### config.mk
export PLATFORM = sky130hd
export DESIGN_NAME = mem_port_arbiter
export DESIGN_NICKNAME = d
export VERILOG_FILES = /design/src/rtl/mem_port_arbiter.sv
export SDC_FILE = /design/constraint.sdc
export NUM_CORES = 1
export LEC_CHECK = 0
export ABC_AREA = 1
export BUFFER_PORTS_ARGS = -buffer_cell sky130_fd_sc_hd__buf_2
export CORE_AREA = 2 2 111 113
export CTS_CLUSTER_SIZE = 20
export DETAILED_ROUTE_END_ITERATION = 8
export DIE_AREA = 0 0 113 115
export SYNTH_ARGS = -nofsm -noshare
export SYNTH_HDL_FRONTEND = slang
export SYNTH_SLANG_ARGS = --single-unit
### constraint.sdc
create_clock -name clk -period 1.55 [get_ports clk]
set_input_delay 0.0775 -clock clk [delete_from_list [all_inputs] [get_ports clk]]
set_output_delay 0.0775 -clock clk [all_outputs]
set_load 0.05 [all_outputs]
### src/rtl/mem_port_arbiter.sv
// rtl/mem_port_arbiter.sv - three-way priority arbiter for one single-port synchronous RAM
module mem_port_arbiter #(
  parameter int AW         = 12,
  parameter int DW         = 32,
  parameter int STARVE_MAX = 4
) (
  input  logic          clk,
  input  logic          rst,
  input  logic          ld_req,
  input  logic          ld_we,
  input  logic [AW-1:0] ld_addr,
  input  logic [DW-1:0] ld_wdata,
  output logic          ld_gnt,
  input  logic          dm_req,
  input  logic          dm_we,
  input  logic [AW-1:0] dm_addr,
  input  logic [DW-1:0] dm_wdata,
  output logic          dm_gnt,
  output logic          dm_rvalid,
  output logic [DW-1:0] dm_rdata,
  input  logic          if_req,
  input  logic [AW-1:0] if_addr,
  output logic          if_gnt,
  output logic          if_rvalid,
  output logic [DW-1:0] if_rdata,
  output logic          ld_rvalid,
  output logic [DW-1:0] ld_rdata,
  output logic [AW-1:0] mem_addr,
  output logic [DW-1:0] mem_in,
  output logic          mem_we,
  input  logic [DW-1:0] mem_out
);
  localparam int SW = $clog2(STARVE_MAX + 1);

  logic [SW-1:0] starve_cnt_q, starve_cnt_d;
  logic [AW-1:0] addr_q, addr_d;
  logic [2:0]    tag_q, tag_d;
  logic          rd_valid_q, rd_valid_d;
  logic          promote;

  assign promote = (starve_cnt_q == SW'(STARVE_MAX));

  // Grants are qualified by rst so everything reads zero while reset is held.
  always_comb begin
    ld_gnt = rst & ld_req;
    if_gnt = rst & ~ld_req & if_req & (promote | ~dm_req);
    dm_gnt = rst & ~ld_req & dm_req & ~(promote & if_req);
  end

  always_comb begin
    mem_addr = addr_q;
    mem_in   = '0;
    mem_we   = 1'b0;
    if (ld_gnt) begin
      mem_addr = ld_addr;
      mem_in   = ld_wdata;
      mem_we   = ld_we;
    end else if (dm_gnt) begin
      mem_addr = dm_addr;
      mem_in   = dm_wdata;
      mem_we   = dm_we;
    end else if (if_gnt) begin
      mem_addr = if_addr;
    end
  end

  always_comb begin
    addr_d       = mem_addr;
    tag_d        = {ld_gnt & ~ld_we, dm_gnt & ~dm_we, if_gnt};
    rd_valid_d   = |tag_d;
    starve_cnt_d = starve_cnt_q;
    // Loader-held cycles freeze the counter so the loader cannot reset fetch's claim.
    if (!ld_req) begin
      if (!if_req || if_gnt) begin
        starve_cnt_d = '0;
      end else if (!promote) begin
        starve_cnt_d = starve_cnt_q + SW'(1);
      end
    end
  end

  always_ff @(posedge clk or negedge rst) begin
    if (!rst) begin
      starve_cnt_q <= '0;
      addr_q       <= '0;
      tag_q        <= '0;
      rd_valid_q   <= 1'b0;
    end else begin
      starve_cnt_q <= starve_cnt_d;
      addr_q       <= addr_d;
      tag_q        <= tag_d;
      rd_valid_q   <= rd_valid_d;
    end
  end

  assign ld_rvalid = rd_valid_q & tag_q[2];
  assign dm_rvalid = rd_valid_q & tag_q[1];
  assign if_rvalid = rd_valid_q & tag_q[0];
  assign ld_rdata  = ld_rvalid ? mem_out : '0;
  assign dm_rdata  = dm_rvalid ? mem_out : '0;
  assign if_rdata  = if_rvalid ? mem_out : '0;
endmodule

# After elaboration in Yosys (flattened, before gate mapping)
# Cells that the tools add are included.
# W data, S select, Z words.
# totals
regBits	19
input_bits	139
word_cells	41
# op_classes
n_addsub	1
n_eq_ne	2
mux	12
bitwise_logic	18
n_reduce_logical	4
# op_table
operator	count
$mux W32	5
$mux W12	3
$and A1 B1 Y1	12
$mux W3	2
$not A1 Y1	5
$add A3 B1 Y3 const B	1
$eq A3 B3 Y1 const B	1
$reduce_or A3 Y1	1
$mux W1	2
$ne A2 B1 Y1 const B	1
$reduce_and A2 Y1	1
$logic_not A1 Y1	1
$logic_or A1 B1 Y1	1
$or A1 B1 Y1	1

# Depth between registers and ports, before layout
# depth
depth_word	7
mapped_depth	10
depth_no_buf	9

# Worst setup path before layout
# Ideal clock, no wire load.
# synth_path
kind	register to output
startpoint	register starve_cnt_q[0]
endpoint	output port mem_we
arrival_ps	1710
required_time_ps	1472
slack_ps	-237
path_stages_with_launch	8
n_path_buf	0
path_cell_list	dfrtp_1 -> inv_1 -> ha_1 -> nand3_2 -> nand2_4 -> inv_4 -> nand2_1 -> a21oi_1
# synth_between
elab_chain_len	6
# synth_lines
item	line	rtl
start: declaration	35	logic [SW-1:0] starve_cnt_q, starve_cnt_d;
start signal: assignment	89	starve_cnt_q <= starve_cnt_d;
$eq A3 B3 Y1	41	assign promote = (starve_cnt_q == SW'(STARVE_MAX));
$and A1 B1 Y1	47	dm_gnt = rst & ~ld_req & dm_req & ~(promote & if_req);
$not A1 Y1	47	
$and A1 B1 Y1	47	
$mux W1	58	end else if (dm_gnt) begin
$mux W1	54	if (ld_gnt) begin
end: declaration	30	output logic mem_we,
# Every way passes these cells.

# Worst setup path after layout
# layout_path
startpoint	register starve_cnt_q[0]
endpoint	output port mem_addr[5]
# layout_between
elab_chain_len	6
word_cells_on_any_way	9
classes_between	eq/ne (1); mux (3); bitwise (5)
# layout_lines
item	line	rtl
$eq A3 B3 Y1 *	41	
$or A1 B1 Y1 / $and A1 B1 Y1 (equally long branches)	46, 47	
$and A1 B1 Y1 / $not A1 Y1 (equally long branches)	46, 47	
$mux W12 / $and A1 B1 Y1 (equally long branches)	62, 47	
$mux W12 *	58	
$mux W12 *	54	
end: declaration	28	output logic [AW-1:0] mem_addr,
# Every way passes the cells marked *; elsewhere a longest branch is shown, timed or not.

==> results.ini <==
[status]
status = complete, but fails checks
violations = DRC, setup timing

[timing]
drv_slew = 0
slew_headroom_pct = 80.7
tightest_slew_ps = 289
rsz0062_at_grt = yes
finalHoldWorstSlack_ps = 7.91
fin_skew_ps = 1.62
fin_setup_tns_ps = -8200
hold_viol = 0
final-setup-viol-count = 49
finalCriticalPeriod_ps = 1770
period_share_pct = 114
max_freq_mhz = 565
fin_ws_ps = -220

[critical_path]
critPathBufInv = 3
reg2reg_depth = 12
end_kind = output pin
reg2reg_from = starve_cnt_q[0]
r2r_setup_slack_ps = -60
path_max_fanout = 6
max_stage_delay_ps = 390
cp-start-kind = flip-flop
crit_chain = inv_2, ha_4, nand2_4, nand2_4, nand3_4, buf_6, nand2_1, nand3_1, nand2_2, nand2_4, buf_12
path_delay_family = simple AND/OR/NAND/NOR gates
cp_slowest_cell = dfrtp_1
r2r_end = addr_q[9]
cpMostUsedCell = nand2_4
path_class = reg -> out
startpoint = starve_cnt_q[0]
critical_path_arrival_ps = 1690
cp_data_required_time_ps = 1470

[detailed_routing]
drcViolationCount = 20
via_count = 3657
via_per_inst = 4.15
dr.pass1.iters = 6
drt_wl_total_um = 11700
routedWlPerCell_um = 13.3
first_iter_violations = 164
antenna_left = 0

[synth]
synth.avg_cell_area_um2 = 5.06
synth_compound_area_share_pct = 1.61
synth_top_family_by_area = simple AND/OR/NAND/NOR gates
yosysSeqAreaShare_pct = 21.8
synthesis.nets = 572
synthMuxAreaShare_pct = 0
synth_fa_ha_area_share_pct = 1.15
yosys.area_share.simple_pct = 57.3
yosys_register_bits = 19
synth_area_um2 = 2180
ys_types = 21
synth_xor_area_share_pct = 0.401
synth_warnings = 0
synth_cells = 431

[finish]
post-route-cell-area_um2 = 5030
area_growth_pct = 130
multi_input_area_um2 = 1670
fin_nets = 876
fin_util_pct = 42.6
layout_commonest_cell = buf_2
diodes = 0
fillCellCount = 1249
drive_gt1_share_pct = 59.1
seqCellArea_um2 = 475
final_cell_mix = buf_2 (236), nor2_1 (101), nand2_1 (84)

[flow_run]
cap_viol_max_count = 0

[floorplan]
fp-row-count = 40
coreArea_um2 = 11800
io_pins = 286
dieHeight_um = 115
die_area_um2 = 13000
initial_core_util_pct = 18.5
die_x_um = 113

[cts]
root_buffer = clkbuf_16
clock-sinks = 19
cts.clk_slew.worst_paths_ps = 60
numCtsBuffers = 3
clk_latency_ps = 260
cts_tree = yes
cts.htree.levels = 1
clk_path_buf_depth = 2

[power_and_ir_drop]
ir_worst_vdd_mv = 0.338
p_leak_nw = 3.19
p_per_area_nw_per_um2 = 589

[placement]
post-place-ws_ps = -34.1
gp_congestion = 0.821
numPortBuffers = 285
detailed_place_hpwl_um = 9470
place_area_um2 = 4210

[hold_path]
worstHoldPathCells = 2
hold_path_end = tag_q[2]
hold_path.class = in -> reg
hold_path_startpoint = ld_we

[global_route]
overflow = 0
grt_pass1_wl_um = 16900
grtUsageTotal_pct = 16.4
grt_max_degree = 46
antenna_found_initial = 2
first_global_vias = 3278

how the worst max path moves through the flow:
stage / end / slack (ps) / depth (start not counted)
floorplan: rd_valid_q / -20 / 9
global placement: mem_addr[10] / -20 / 10
detailed placement: mem_addr[10] / -30 / 10
CTS: mem_addr[5] / -200 / 11
global route: mem_addr[5] / -320 / 11
finish: mem_addr[5] / -220 / 11
logic make-up after synthesis:
logic type               after synthesis
AO/OA/AOI/OAI                          7
adder cells (fa/ha/maj)                2
buffers and inverters                 91
AND/OR/NAND/NOR                      311
flip-flops                            19
XOR/XNOR                               1
area by class of cell:
cell class | count | area share (%)
Tap cell | 147 | 3.66
Clock buffer | 3 | 1.49
Multi-Input combinational cell | 321 | 33.3
Inverter | 68 | 5.30
Clock inverter | 1 | 0.149
Sequential cell | 19 | 9.46
Timing Repair Buffer | 322 | 46.7
synth_stat cells:
master	n	share of area, %
nand2_1	164	28
nor2_1	102	18
inv_1	66	11
nand3_1	37	8.5
dfrtp_1	19	22
clkbuf_1	10	1.7
buf_2	7	1.6
a21oi_1	3	0.69
buf_4	3	1.0
buf_6	3	1.5
o21ai_0	3	0.69
ha_1	2	1.1
nand2_2	2	0.57
nand3_2	2	0.92
nor2_2	2	0.57
inv_2	1	0.17
inv_4	1	0.29
nand2_4	1	0.52
nor2_4	1	0.52
o21ai_1	1	0.23
xnor2_1	1	0.40
per-stage QoR:
step | cells | power, mW
6_report | 881 | 2.96
5_1_grt | 881 | 3.11
4_1_cts | 876 | 2.86
3_5_place_dp | 865 | 2.00
3_3_place_gp | 865 | 1.99
2_1_floorplan | 431 | 1.47
sequential cells by signal, indices dropped and copies added (netlist names):
name and count:
starve_cnt_q 3, addr_q 12, rd_valid_q 1, tag_q 3
report_power, final:
part / switching [mW] / internal [mW]
Clock: 0.219 / 0.350
Combinational: 1.04 / 0.745
Sequential: 0.0438 / 0.570
Total: 1.30 / 1.66
routing by layer:
metal	share of wire, %	global-route usage, %	wire, um
met3	9.0	3.58	1060
met2	54	33.0	6320
met4	1.7	4.23	199
met5	0.22	0	26
met1	35	16.9	4120
worst register-to-register path: cells and delay by family, from the launching register on:
family                     cells  cell delay, ps
buffers and inverters          4             490
and+or+nand+nor                7             470
DFF                            1             390
adders and majority gates      1             170
what timing repair did:
item / CTS / global route
cloned: 1 / 2
pin swaps: 15 / 17
hold buffers: 1 / 0
gates resized for setup: 143 / 52
setup buffers: 5 / 4
hold endpoints to repair: 19 / 0
setup endpoints to repair: 47 / 53
Note: power is estimated with default switching activity, not from simulation.
